===== config.mk =====
export PLATFORM = sky130hd
export DESIGN_NAME = present_key_schedule_flat
export DESIGN_NICKNAME = d
export VERILOG_FILES = /design/src/rtl/present_pkg.sv /design/src/rtl/present_key_schedule_if.sv /design/src/rtl/present_sbox4.sv /design/src/rtl/present_key_schedule.sv /design/src/flat_wrapper.sv
export SDC_FILE = /design/constraint.sdc
export NUM_CORES = 1
export LEC_CHECK = 0
export CORE_MARGIN = 2
export CORE_UTILIZATION = 38
export CTS_BUF_LIST = sky130_fd_sc_hd__clkbuf_4
export DETAILED_ROUTE_END_ITERATION = 8
export PLACE_DENSITY = 0.8
export SLEW_MARGIN = 40
export SYNTH_ARGS = -nofsm -noshare
export SYNTH_HDL_FRONTEND = slang
export SYNTH_SLANG_ARGS = --single-unit
export TNS_END_PERCENT = 50

===== constraint.sdc =====
create_clock -name clk_i -period 2.01 [get_ports clk_i]
set_clock_uncertainty 0.05 [all_clocks]
set_input_delay 0.402 -clock clk_i [delete_from_list [all_inputs] [get_ports clk_i]]
set_output_delay 0.402 -clock clk_i [all_outputs]
set_load 0.005 [all_outputs]

===== src/rtl/present_pkg.sv =====
// Shared PRESENT constants and types; PRESENT_KEY128_EN selects the 128-bit key variant.
package present_pkg;

`ifdef PRESENT_KEY128_EN
  localparam int KEY_W = 128;
`else
  localparam int KEY_W = 80;
`endif

  localparam int RK_W   = 64;
  localparam int NUM_RK = 32;

  localparam logic [3:0] SBOX [16] = '{
    4'hC, 4'h5, 4'h6, 4'hB, 4'h9, 4'h0, 4'hA, 4'hD,
    4'h3, 4'hE, 4'hF, 4'h8, 4'h4, 4'h7, 4'h1, 4'h2
  };

  typedef enum logic {IDLE, RUN} ks_state_t;

endpackage


===== src/rtl/present_key_schedule_if.sv =====
// Round-key handshake bundle between the round controller (master) and the key schedule (slave).
interface present_key_schedule_if;
  import present_pkg::*;

  logic             load_i;
  logic [KEY_W-1:0] key_i;
  logic [RK_W-1:0]  rk_o;
  logic             rk_valid_o;
  logic             rk_ready_i;
  logic [4:0]       rk_idx_o;
  logic             busy_o;
  logic             done_o;

  modport master (
    output load_i, key_i, rk_ready_i,
    input  rk_o, rk_valid_o, rk_idx_o, busy_o, done_o
  );

  modport slave (
    input  load_i, key_i, rk_ready_i,
    output rk_o, rk_valid_o, rk_idx_o, busy_o, done_o
  );

endinterface


===== src/rtl/present_sbox4.sv =====
// Combinational 4-bit PRESENT S-box, shared by the key schedule and the sbox layer.
module present_sbox4
  import present_pkg::*;
(
  input  logic [3:0] din,
  output logic [3:0] dout
);

  assign dout = SBOX[din];

endmodule


===== src/rtl/present_key_schedule.sv =====
// Iterative PRESENT round-key generator issuing K1..K32 over valid/ready after a load.
// Build with PRESENT_KEY128_EN for the 128-bit key schedule; default is the 80-bit one.
module present_key_schedule
  import present_pkg::*;
(
  input  logic                  clk_i,
  input  logic                  rst_i,
  present_key_schedule_if.slave ks
);

  ks_state_t        state_q, state_d;
  logic [KEY_W-1:0] key_q, key_d;
  logic [KEY_W-1:0] key_rot, key_upd;
  logic [4:0]       rc_q, rc_d;
  logic [4:0]       idx_q, idx_d;
  logic             done_q, done_d;
  logic             xfer;
  logic [3:0]       sb_hi_out;

  // Rotate left by 61 bits.
  assign key_rot = {key_q[KEY_W-62:0], key_q[KEY_W-1:KEY_W-61]};

  present_sbox4 u_sbox_hi (.din(key_rot[KEY_W-1 -: 4]), .dout(sb_hi_out));

`ifdef PRESENT_KEY128_EN
  logic [3:0] sb_lo_out;

  present_sbox4 u_sbox_lo (.din(key_rot[KEY_W-5 -: 4]), .dout(sb_lo_out));

  always_comb begin
    key_upd          = key_rot;
    key_upd[127:124] = sb_hi_out;
    key_upd[123:120] = sb_lo_out;
    key_upd[66:62]   = key_rot[66:62] ^ rc_q;
  end
`else
  always_comb begin
    key_upd        = key_rot;
    key_upd[79:76] = sb_hi_out;
    key_upd[19:15] = key_rot[19:15] ^ rc_q;
  end
`endif

  assign xfer = (state_q == RUN) && ks.rk_ready_i;

  // A load always wins, including over a simultaneous final transfer.
  always_comb begin
    state_d = state_q;
    key_d   = key_q;
    rc_d    = rc_q;
    idx_d   = idx_q;
    done_d  = 1'b0;
    if (ks.load_i) begin
      state_d = RUN;
      key_d   = ks.key_i;
      rc_d    = 5'd1;
      idx_d   = 5'd0;
    end else if (xfer) begin
      if (idx_q == 5'(NUM_RK - 1)) begin
        state_d = IDLE;
        done_d  = 1'b1;
      end else begin
        key_d = key_upd;
        rc_d  = rc_q + 5'd1;
        idx_d = idx_q + 5'd1;
      end
    end
  end

  always_ff @(posedge clk_i) begin
    if (rst_i) begin
      state_q <= IDLE;
      key_q   <= '0;
      rc_q    <= 5'd1;
      idx_q   <= 5'd0;
      done_q  <= 1'b0;
    end else begin
      state_q <= state_d;
      key_q   <= key_d;
      rc_q    <= rc_d;
      idx_q   <= idx_d;
      done_q  <= done_d;
    end
  end

  assign ks.rk_o       = key_q[KEY_W-1 -: RK_W];
  assign ks.rk_valid_o = (state_q == RUN);
  assign ks.busy_o     = (state_q == RUN);
  assign ks.rk_idx_o   = idx_q;
  assign ks.done_o     = done_q;

endmodule


===== src/flat_wrapper.sv =====
// flat-port wrapper written by rule: the top's interface ports become plain ports
module present_key_schedule_flat import present_pkg::*;
  (clk_i, rst_i, ks_load_i, ks_key_i, ks_rk_ready_i, ks_rk_o, ks_rk_valid_o, ks_rk_idx_o, ks_busy_o, ks_done_o);
  present_key_schedule_if ks_i ();
  input  logic clk_i;
  input  logic rst_i;
  input wire logic [$bits(ks_i.load_i)-1:0] ks_load_i;
  input wire logic [$bits(ks_i.key_i)-1:0] ks_key_i;
  input wire logic [$bits(ks_i.rk_ready_i)-1:0] ks_rk_ready_i;
  output wire logic [$bits(ks_i.rk_o)-1:0] ks_rk_o;
  output wire logic [$bits(ks_i.rk_valid_o)-1:0] ks_rk_valid_o;
  output wire logic [$bits(ks_i.rk_idx_o)-1:0] ks_rk_idx_o;
  output wire logic [$bits(ks_i.busy_o)-1:0] ks_busy_o;
  output wire logic [$bits(ks_i.done_o)-1:0] ks_done_o;
  assign ks_i.load_i = ks_load_i;
  assign ks_i.key_i = ks_key_i;
  assign ks_i.rk_ready_i = ks_rk_ready_i;
  assign ks_rk_o = ks_i.rk_o;
  assign ks_rk_valid_o = ks_i.rk_valid_o;
  assign ks_rk_idx_o = ks_i.rk_idx_o;
  assign ks_busy_o = ks_i.busy_o;
  assign ks_done_o = ks_i.done_o;
  present_key_schedule u_core (.clk_i(clk_i), .rst_i(rst_i), .ks(ks_i));
endmodule

==> Word level (Yosys, flattened, before mapping) <==
Memories as Yosys holds them, arrays and structs flattened.
Cells that the tools add are included.
{ "totals": {"output_inout_bits": 72, "mem_count": 1, "in_bits": 84, "wordCells": 32, "romBits": 64, "regBits": 92} }
{ "memory_table": {"columns": ["memory", "words", "word_bits", "read_ports", "rd_ports_with_merged_regs", "wr", "line", "text"], "rows": [
  ["(no name shown)", 16, 4, 1, 0, 0, "present_sbox4.sv:9", "assign dout = SBOX[din];"]
]} }
{ "op_classes": {"order_cmp": 1, "eq_ne": 2, "n_mux": 9, "add_sub_neg": 2, "reduce_logical": 8, "bitwise_logic": 4} }
{ "ops": {"columns": ["operator", "count"], "rows": [
  ["80-bit two-way mux", 3],
  ["5-bit by 1-bit adder with 5-bit output (second input constant)", 2],
  ["4-bit two-way mux", 2],
  ["2-bit AND reduction", 3],
  ["5-bit equality test (second input constant)", 1],
  ["5-bit >= comparator (second input constant)", 1],
  ["4-bit NOT with 5-bit output", 1],
  ["5-bit bitwise XOR", 1],
  ["1-bit two-way mux", 4],
  ["2-bit nonzero test", 2],
  ["3-bit OR reduction", 1],
  ["2-bit != test (second input constant)", 1],
  ["1-bit NOT", 2],
  ["2-bit OR reduction", 1],
  ["1-bit logical AND", 1]
]} }

==> Depth between registers and ports, before layout <==
{ "depth": {"ltp_word": 7, "depth_mapped": 8, "mapped_depth_nobuf": 6} }

==> By module <==
From an unflattened synthesis, not the netlist that was laid out.
{ "unflattened": {"hier_cells": 602, "area_unflattened_um2": 4906.0} }
{ "by_module_without_submodules": {"columns": ["module", "seq_area_each_um2", "cells_per_inst", "area_each_um2", "n_inst"], "rows": [
  ["present_key_schedule", 1841.8, 584, 4720.8, 1],
  ["present_sbox4", 0.0, 18, 185.2, 1]
]} }

==> Least setup slack after synthesis <==
No wires, ideal clock.
{ "synth_path": {"path_type": "reg2reg", "start": "reg u_core.idx_q[0] (netlist: u_core.ks.rk_idx_o[0])", "end": "reg u_core.idx_q[3] (netlist: u_core.ks.rk_idx_o[3])", "synth_period_minus_slack_ns": 1.869, "setup_slack_ns": 0.141, "setup_time_ns": 0.071, "path_stages_with_launch": 8, "n_path_buf": 1, "required_time_ns": 1.889, "t_arrival_ns": 1.749, "cell_sequence": "dfxtp_1 > ha_1 > and3_1 > ha_1 > nand3b_1 > buf_2 > or3_1 > a21oi_1"} }
{ "synth_via": {"elab_chain_len": 3, "word_cells_on_any_way": 4, "classes_between": "add/sub: 1; eq/ne: 1; bitwise: 1; reduce/logical: 1"} }
{ "synth_rtl": {"columns": ["item", "line", "text"], "rows": [
  ["start, declared", "present_key_schedule.sv:15", "logic [4:0] idx_q, idx_d;"],
  ["start signal, assigned", "present_key_schedule.sv:81", "idx_q <= idx_d;"],
  ["parallel branches: the longest is 3 deep, another holds 5-bit by 1-bit adder with 5-bit output", null, null]
]} }
Several ways; the timed one is not identified.
A chain may end at the register's enable or synchronous reset.

==> Final worst setup path <==
{ "layout_path": {"start": "reg u_core.idx_q[1] (netlist: u_core.ks.rk_idx_o[1])", "end": "reg u_core.key_q[74]"} }
{ "layout_via": {"elab_chain_len": 3} }
{ "layout_rtl": {"columns": ["item", "line", "text"], "rows": [
  ["5-bit equality test", "present_key_schedule.sv:59", "if (idx_q == 5'(NUM_RK - 1)) begin"],
  ["2-bit != test (no line)", null, null],
  ["2-bit AND reduction (no line)", null, null],
  ["end signal, assigned", "present_key_schedule.sv:79", "key_q <= key_d;"],
  ["end, declared", "present_key_schedule.sv:12", "logic [KEY_W-1:0] key_q, key_d;"]
]} }
No other way between the ends.

==> out/summary.log <==
[synthesis] post-synth net total 685
[global_route] number of antenna violations at the first check in global routing 0
[timing] final setup margin -43.9 ps
[clocking] CTS Buf Count 9
[synthesis] Yosys warning total 0
[worst_setup_path] Reg2Reg Depth 8
[die] Starting Density 38.9%
[routing] drt pass-1 iters 5
[final_layout] most frequent cells in the layout sky130_fd_sc_hd__nand2_1, sky130_fd_sc_hd__clkdlybuf4s50_1, sky130_fd_sc_hd__nor2_1, sky130_fd_sc_hd__dfxtp_1, sky130_fd_sc_hd__a311oi_2
[pwr] leakage 2.39 nW
[timing] max-slew headroom at the worst pin 74.2%
[synthesis] top flip-flop cell by instance count after synthesis sky130_fd_sc_hd__dfxtp_1
[worst_setup_path] Setup crit end kind flop
[die] total core area 12,600 µm²
[timing] number of pins with negative max-slew slack in the final report 0
[placed_design] Post-DP HPWL 11,600 µm
[synthesis] EDFF count, synth 0
[synthesis] post-synthesis share of cell area spent on full adders, half adders and majority gates 2.29%
[synthesis] dominant combinational cell family by area after synthesis simple AND/OR/NAND/NOR gates
[synthesis] biggest area consumer among synthesized cells sky130_fd_sc_hd__dfxtp_1
[die] area of the die 13,900 µm²
[timing] Worst-Margin Slew 386 ps
[die] Die Height 118 µm
[synthesis] XOR/XNOR Fraction of Synth Area 1.78%
[pwr] power per cell area 600 nW/µm²
[global_route] number of global-route vias before repair 4,597
[routing] initial drt markers 474
[flow_run] MaxCap Viol Count 0
[worst_setup_path] critical register-to-register path startpoint u_core.ks.rk_idx_o[1]
[synthesis] proportion of netlist area held by the largest area contributor 37.5%
[placed_design] final weighted congestion in routability-driven placement 0.890
[global_route] Total Routing Usage GR 23.2%
[timing] worst hold margin 324 ps
[synthesis] per-instance average area after synthesis 8.30 µm²
[routing] DRC violations left 0
[worst_setup_path] Critical Path Fanout Max 6
[clocking] clock network latency to the later pin of the worst-skew pair 450 ps
[final_layout] Final Net Count 771
[timing] number of failing hold endpoints at the final stage 0
[synthesis] number of distinct library cells after synthesis 34
[worst_setup_path] endpoint arrival time on the critical path 2370 ps
[worst_hold_path] instance count along the most critical hold path 4
[clocking] Max Buffers Root-to-Sink 2
[final_layout] post-route design area 6720 µm²
[die] horizontal extent of the die 118 µm
[routing] Via-to-Cell Ratio 5.40
[timing] final period demand of the worst path 2050 ps
[outcome] violations in the final reports negative setup slack
[worst_setup_path] reg-to-reg setup timing slack -40 ps
[final_layout] utilization after layout 53.3%
[worst_setup_path] worst endpoint required time 2330 ps
[timing] final setup vio count 2
[synthesis] total of flip-flops plus latches after synthesis 92
[synthesis] Gate Count Post-Synth 592
[synthesis] synth top area cells sky130_fd_sc_hd__dfxtp_1, sky130_fd_sc_hd__nand2_1, sky130_fd_sc_hd__a311oi_2
[clocking] CTS Root Buffer Type sky130_fd_sc_hd__clkbuf_4
[routing] ANT nets after route 0
[routing] number of vias in the routed layout 4,619
[final_layout] share of post-route cells with drive strength above 1 16.8%
[synthesis] fraction of the mapped netlist area in compound gates 20.9%
[timing] maximum clock rate 0.487 GHz
[clocking] clk sinks 92
[timing] total negative slack for setup checks -55.1 ps
[routing] wire per inst 19.5 µm
[synthesis] summed instance area of the synthesized netlist 4910 µm²
[clocking] maximum level of the CTS H-tree 3
[final_layout] Area growth syn-to-layout 36.8%
[worst_hold_path] end of the worst hold path u_core.key_q[79]
[timing] Final Cycle Share 102%
[routing] total length of routed wires 16,600 µm
[worst_setup_path] startpoint class of the critical path flop
[worst_setup_path] RR Endpoint u_core.key_q[74]
[die] number of top-level pins 156
[synthesis] share of synthesized area spent on multiplexers 1.12%
[timing] RSZ-0062 raised after global routing true
[synthesis] post-synthesis simple-gate area fraction 21.3%
[worst_hold_path] worst min-delay path class in2reg
[global_route] largest net degree at the start of global routing 63
[final_layout] diodes inserted 0
[clocking] TritonCTS clock tree done
[final_layout] Layout fillers 1,184
[placed_design] placement-stage worst setup slack -33.2 ps
[synthesis] sequential area share after synthesis 37.5%
[clocking] clock transition at the registers of the reported paths 160 ps
[placed_design] Cell Area, Placed 6250 µm²
[global_route] overflow left after global routing 0
[pwr] worst ir drop on vdd 0.331 mV
[outcome] status finished, violations left
[global_route] first-pass GRT wire length 25,700 µm
[die] number of rows created at floorplan 41
[worst_setup_path] type of the worst setup path reg2reg
[placed_design] IO buf count 155
[worst_hold_path] Hold Path Origin rst_i
[synthesis] fraction of registers with async set or reset after synthesis 0%
==> metrics by stage <==
| stage | instances | power [mW] |
|---|---|---|
| after floorplan | 592 | 2.59 |
| after global placement | 830 | 2.99 |
| after detailed placement | 830 | 3.01 |
| after CTS | 851 | 3.99 |
| after global routing | 855 | 4.19 |
| final | 855 | 4.03 |
==> per-layer routing <==
layer  share of wire (%)  global-route usage (%)  up-vias
met2                  51                    39.6      244
met4                 1.1                    4.97        0
met5                   0                       0        -
met1                  40                    29.9     2208
met3                 7.9                    5.38       22
li1                    -                       -     2145
==> cells in the mapped netlist (3+ instances only) <==
cell type,n
sky130_fd_sc_hd__buf_4,71
sky130_fd_sc_hd__buf_1,3
sky130_fd_sc_hd__o32ai_1,5
sky130_fd_sc_hd__ha_1,9
sky130_fd_sc_hd__xnor2_1,3
sky130_fd_sc_hd__nand4b_1,3
sky130_fd_sc_hd__inv_1,7
sky130_fd_sc_hd__dfxtp_1,92
sky130_fd_sc_hd__a311oi_2,39
sky130_fd_sc_hd__o21ai_0,4
sky130_fd_sc_hd__a21oi_1,7
sky130_fd_sc_hd__nand2_1,161
sky130_fd_sc_hd__nor2_1,87
sky130_fd_sc_hd__or3_1,3
sky130_fd_sc_hd__clkbuf_1,20
sky130_fd_sc_hd__nor3b_1,3
sky130_fd_sc_hd__buf_2,14
sky130_fd_sc_hd__xor2_1,7
sky130_fd_sc_hd__a311oi_1,32
sky130_fd_sc_hd__nand3_1,3
==> flip-flops by register name, summed over array words and instances (netlist names) <==
signal and cells:
u_core.ks.rk_idx_o 5, u_core.rc_q 5, u_core.ks.busy_o 1, u_core.ks.done_o 1
u_core.key_q 80
==> area by class of cell <==
cell class | instances | area, µm² | area share (%)
Inverter | 8 | 32.5 | 0.484
Timing Repair Buffer | 185 | 2050 | 30.5
Clock inverter | 6 | 46.3 | 0.689
Sequential cell | 92 | 1850 | 27.5
Multi-Input combinational cell | 382 | 2450 | 36.5
Clock buffer | 10 | 75.1 | 1.12
Tap cell | 172 | 215 | 3.20
==> critical path, cell delays in order, from the launching register on <==
cell                        delay (ps)
sky130_fd_sc_hd__dfxtp_2           380
sky130_fd_sc_hd__ha_4              160
sky130_fd_sc_hd__and3_4            180
sky130_fd_sc_hd__ha_4              160
sky130_fd_sc_hd__and3b_4           350
sky130_fd_sc_hd__buf_12            170
sky130_fd_sc_hd__clkbuf_16         160
sky130_fd_sc_hd__nand2_1            70
sky130_fd_sc_hd__a311oi_2          280
==> report_power, final <==
part / internal [mW] / switching, mW
clock network: 0.280 / 0.694
logic: 0.550 / 0.419
registers: 1.95 / 0.143
total: 2.78 / 1.26
==> timing repair <==
action | CTS | global route
hold buffers | 0 | 0
endpoints found under the hold margin | 0 | 0
pin swaps | 0 | 10
cloned | 4 | 3
gates resized for setup | 15 | 21
endpoints found under the setup margin | 39 | 45
setup buffers | 1 | 1
==> cell families (layout without fill, tap and decap cells) <==
kind of cell,count (synthesis),in the layout
buffers and inverters,118,209
DFF,92,92
adders and majority gates,9,9
muxes,3,3
AOI/OAI and AO/OA,95,95
xor gates and xnor gates,10,10
and+or+nand+nor,265,265
==> worst max-delay path by stage <==
stage | from | cells after the start | endpoint | slack, ps
2_1_floorplan | u_core.ks.rk_idx_o[0] | 7 | u_core.ks.rk_idx_o[3] | 140
3_3_place_gp | u_core.ks.rk_idx_o[0] | 7 | u_core.key_q[50] | 70
3_5_place_dp | u_core.ks.rk_idx_o[0] | 7 | u_core.key_q[50] | -30
4_1_cts | u_core.ks.rk_idx_o[0] | 8 | u_core.key_q[39] | 8
5_1_grt | u_core.ks.rk_idx_o[1] | 8 | u_core.key_q[74] | -80
6_report | u_core.ks.rk_idx_o[1] | 8 | u_core.key_q[74] | -40
Note: power is estimated with default switching activity, not from simulation.
==> edit (config.mk and constraints unchanged) <==
Change the package constant `KEY_W` from 80 to 120.
--- a/src/rtl/present_pkg.sv
+++ b/src/rtl/present_pkg.sv
@@ -5,5 +5,5 @@
   localparam int KEY_W = 128;
 `else
-  localparam int KEY_W = 80;
+  localparam int KEY_W = 120;
 `endif
 
Interface: changed (resized ks_key_i); port bits go from 156 to 196. The function was not compared with the original's and may differ.
==> edit against the unedited design <==
- the flow still finishes with violations (setup timing)
- sequential cell count rose by 36
- global-route usage is 4.1 points lower
- setup slack improved by 0.031 ns
- total power increased by 46%
- routed wire length rose by 10%
- utilization up 2.8 points
- first-iteration DRC count down 33%
- cell area grew 33%
- fmax rose by 1.5%
- area after synthesis is 28% higher
- final cell count up 33%
- sequential power grew 36%
- synthesized cell count up 34%
- largest cell class unchanged
==> edit: results (changes against the unedited design) <==
path_clk_slew_ns: 0.11  # was 0.16 ns
p_leak_uw: 0.00334  # was 0.00239 µW
viasPerCell: 5.24  # was 5.40
netlist_instances: 793  # was 592
vias: 5944  # was 4619
met1_usage: 0.245  # was 0.299
dp_slack_ns: -0.107  # was -0.0332 ns
grtUsageMet3: 0.0598  # was 0.0538
wire_per_inst_um: 16.2  # was 19.5 µm
first_global_vias: 5499  # was 4597
grt_usage: 0.191  # was 0.232
crit_fanout: 7  # was 6
dr.first_iter.drc_count: 318  # was 474
tns_ns: -0.0132  # was -0.0551 ns
violations: "setup timing"  # unchanged
synth-compound-area-share: 0.186  # was 0.209
yosysSeqAreaShare: 0.408  # was 0.375
setup_viol: 1  # was 2
p_per_area_mw_per_mm2: 656  # was 600 mW/mm²
internal_power_uw: 4280  # was 2780 µW
htreeDepth: 4  # was 3
ir_worst_vdd_mv: 0.399  # was 0.331 mV
outcome: "finished with violations"  # unchanged
postLayoutSetupSlackWorst_ns: -0.0132  # was -0.0439 ns
synth_xor_area_frac: 0.00558  # was 0.0178
grt_use_met2: 0.309  # was 0.396
gp_congestion: 0.777  # was 0.890
-- edit: changes by cell type in the layout (fill, tap and decap cells not counted), moves of 4 or more --
cell             before  now
a311oi_1             26   56
a311oi_2             45   55
clkbuf_4             10   21
clkdlybuf4s50_1     154  185
clkinv_1              0    5
dfxtp_1              86  117
dfxtp_2               6   10
nand2_1             154  216
nand2_4               3   16
nor2_1               87  117
xor2_1                7    1
-- edit: worst paths after layout --
check | startpoint | end | slack [ns] | depth (start not counted)
setup / recovery | u_core.ks.rk_idx_o[0] | u_core.key_q[92] | -0.01 | 9
hold / removal | rst_i | u_core.key_q[19] | 0.21 | 2
setup reg to reg | u_core.ks.rk_idx_o[0] | u_core.key_q[92] | -0.01 | 9
hold reg to reg | u_core.key_q[25] | u_core.key_q[86] | 0.43 | 2
-- edit: critical path: stages (launching register included) --
cell	delay, ns
dfxtp_2	0.35
ha_4	0.15
and3_4	0.18
ha_4	0.16
and3b_4	0.33
buf_12	0.11
buf_12	0.12
buf_16	0.14
nand2_2	0.06
a311oi_1	0.26
-- edit: layout make-up --
class	count	area share
clock buffers	21	0.0176
clock inverters	10	0.0133
inverters	10	0.00475
multi-input cells	522	0.365
flip-flops and latches	128	0.288
well taps	216	0.0302
repair buffers	227	0.281
-- edit: per-layer routing --
| layer | share of wire | up-vias | wire length (µm) |
|---|---|---|---|
| met4 | 0.013 | 0 | 242 |
| met5 | 0 | - | 0 |
| met2 | 0.48 | 192 | 8900 |
| met3 | 0.063 | 19 | 1160 |
| met1 | 0.44 | 2846 | 8060 |
| li1 | - | 2887 | - |
-- edit: what timing repair did --
action | in CTS | in global routing
buffers inserted | 4 | 0
hold buffers | 0 | 0
endpoints found under the setup margin | 103 | 115
pin swaps | 1 | 37
gates cloned | 4 | 4
gates resized for setup | 20 | 95
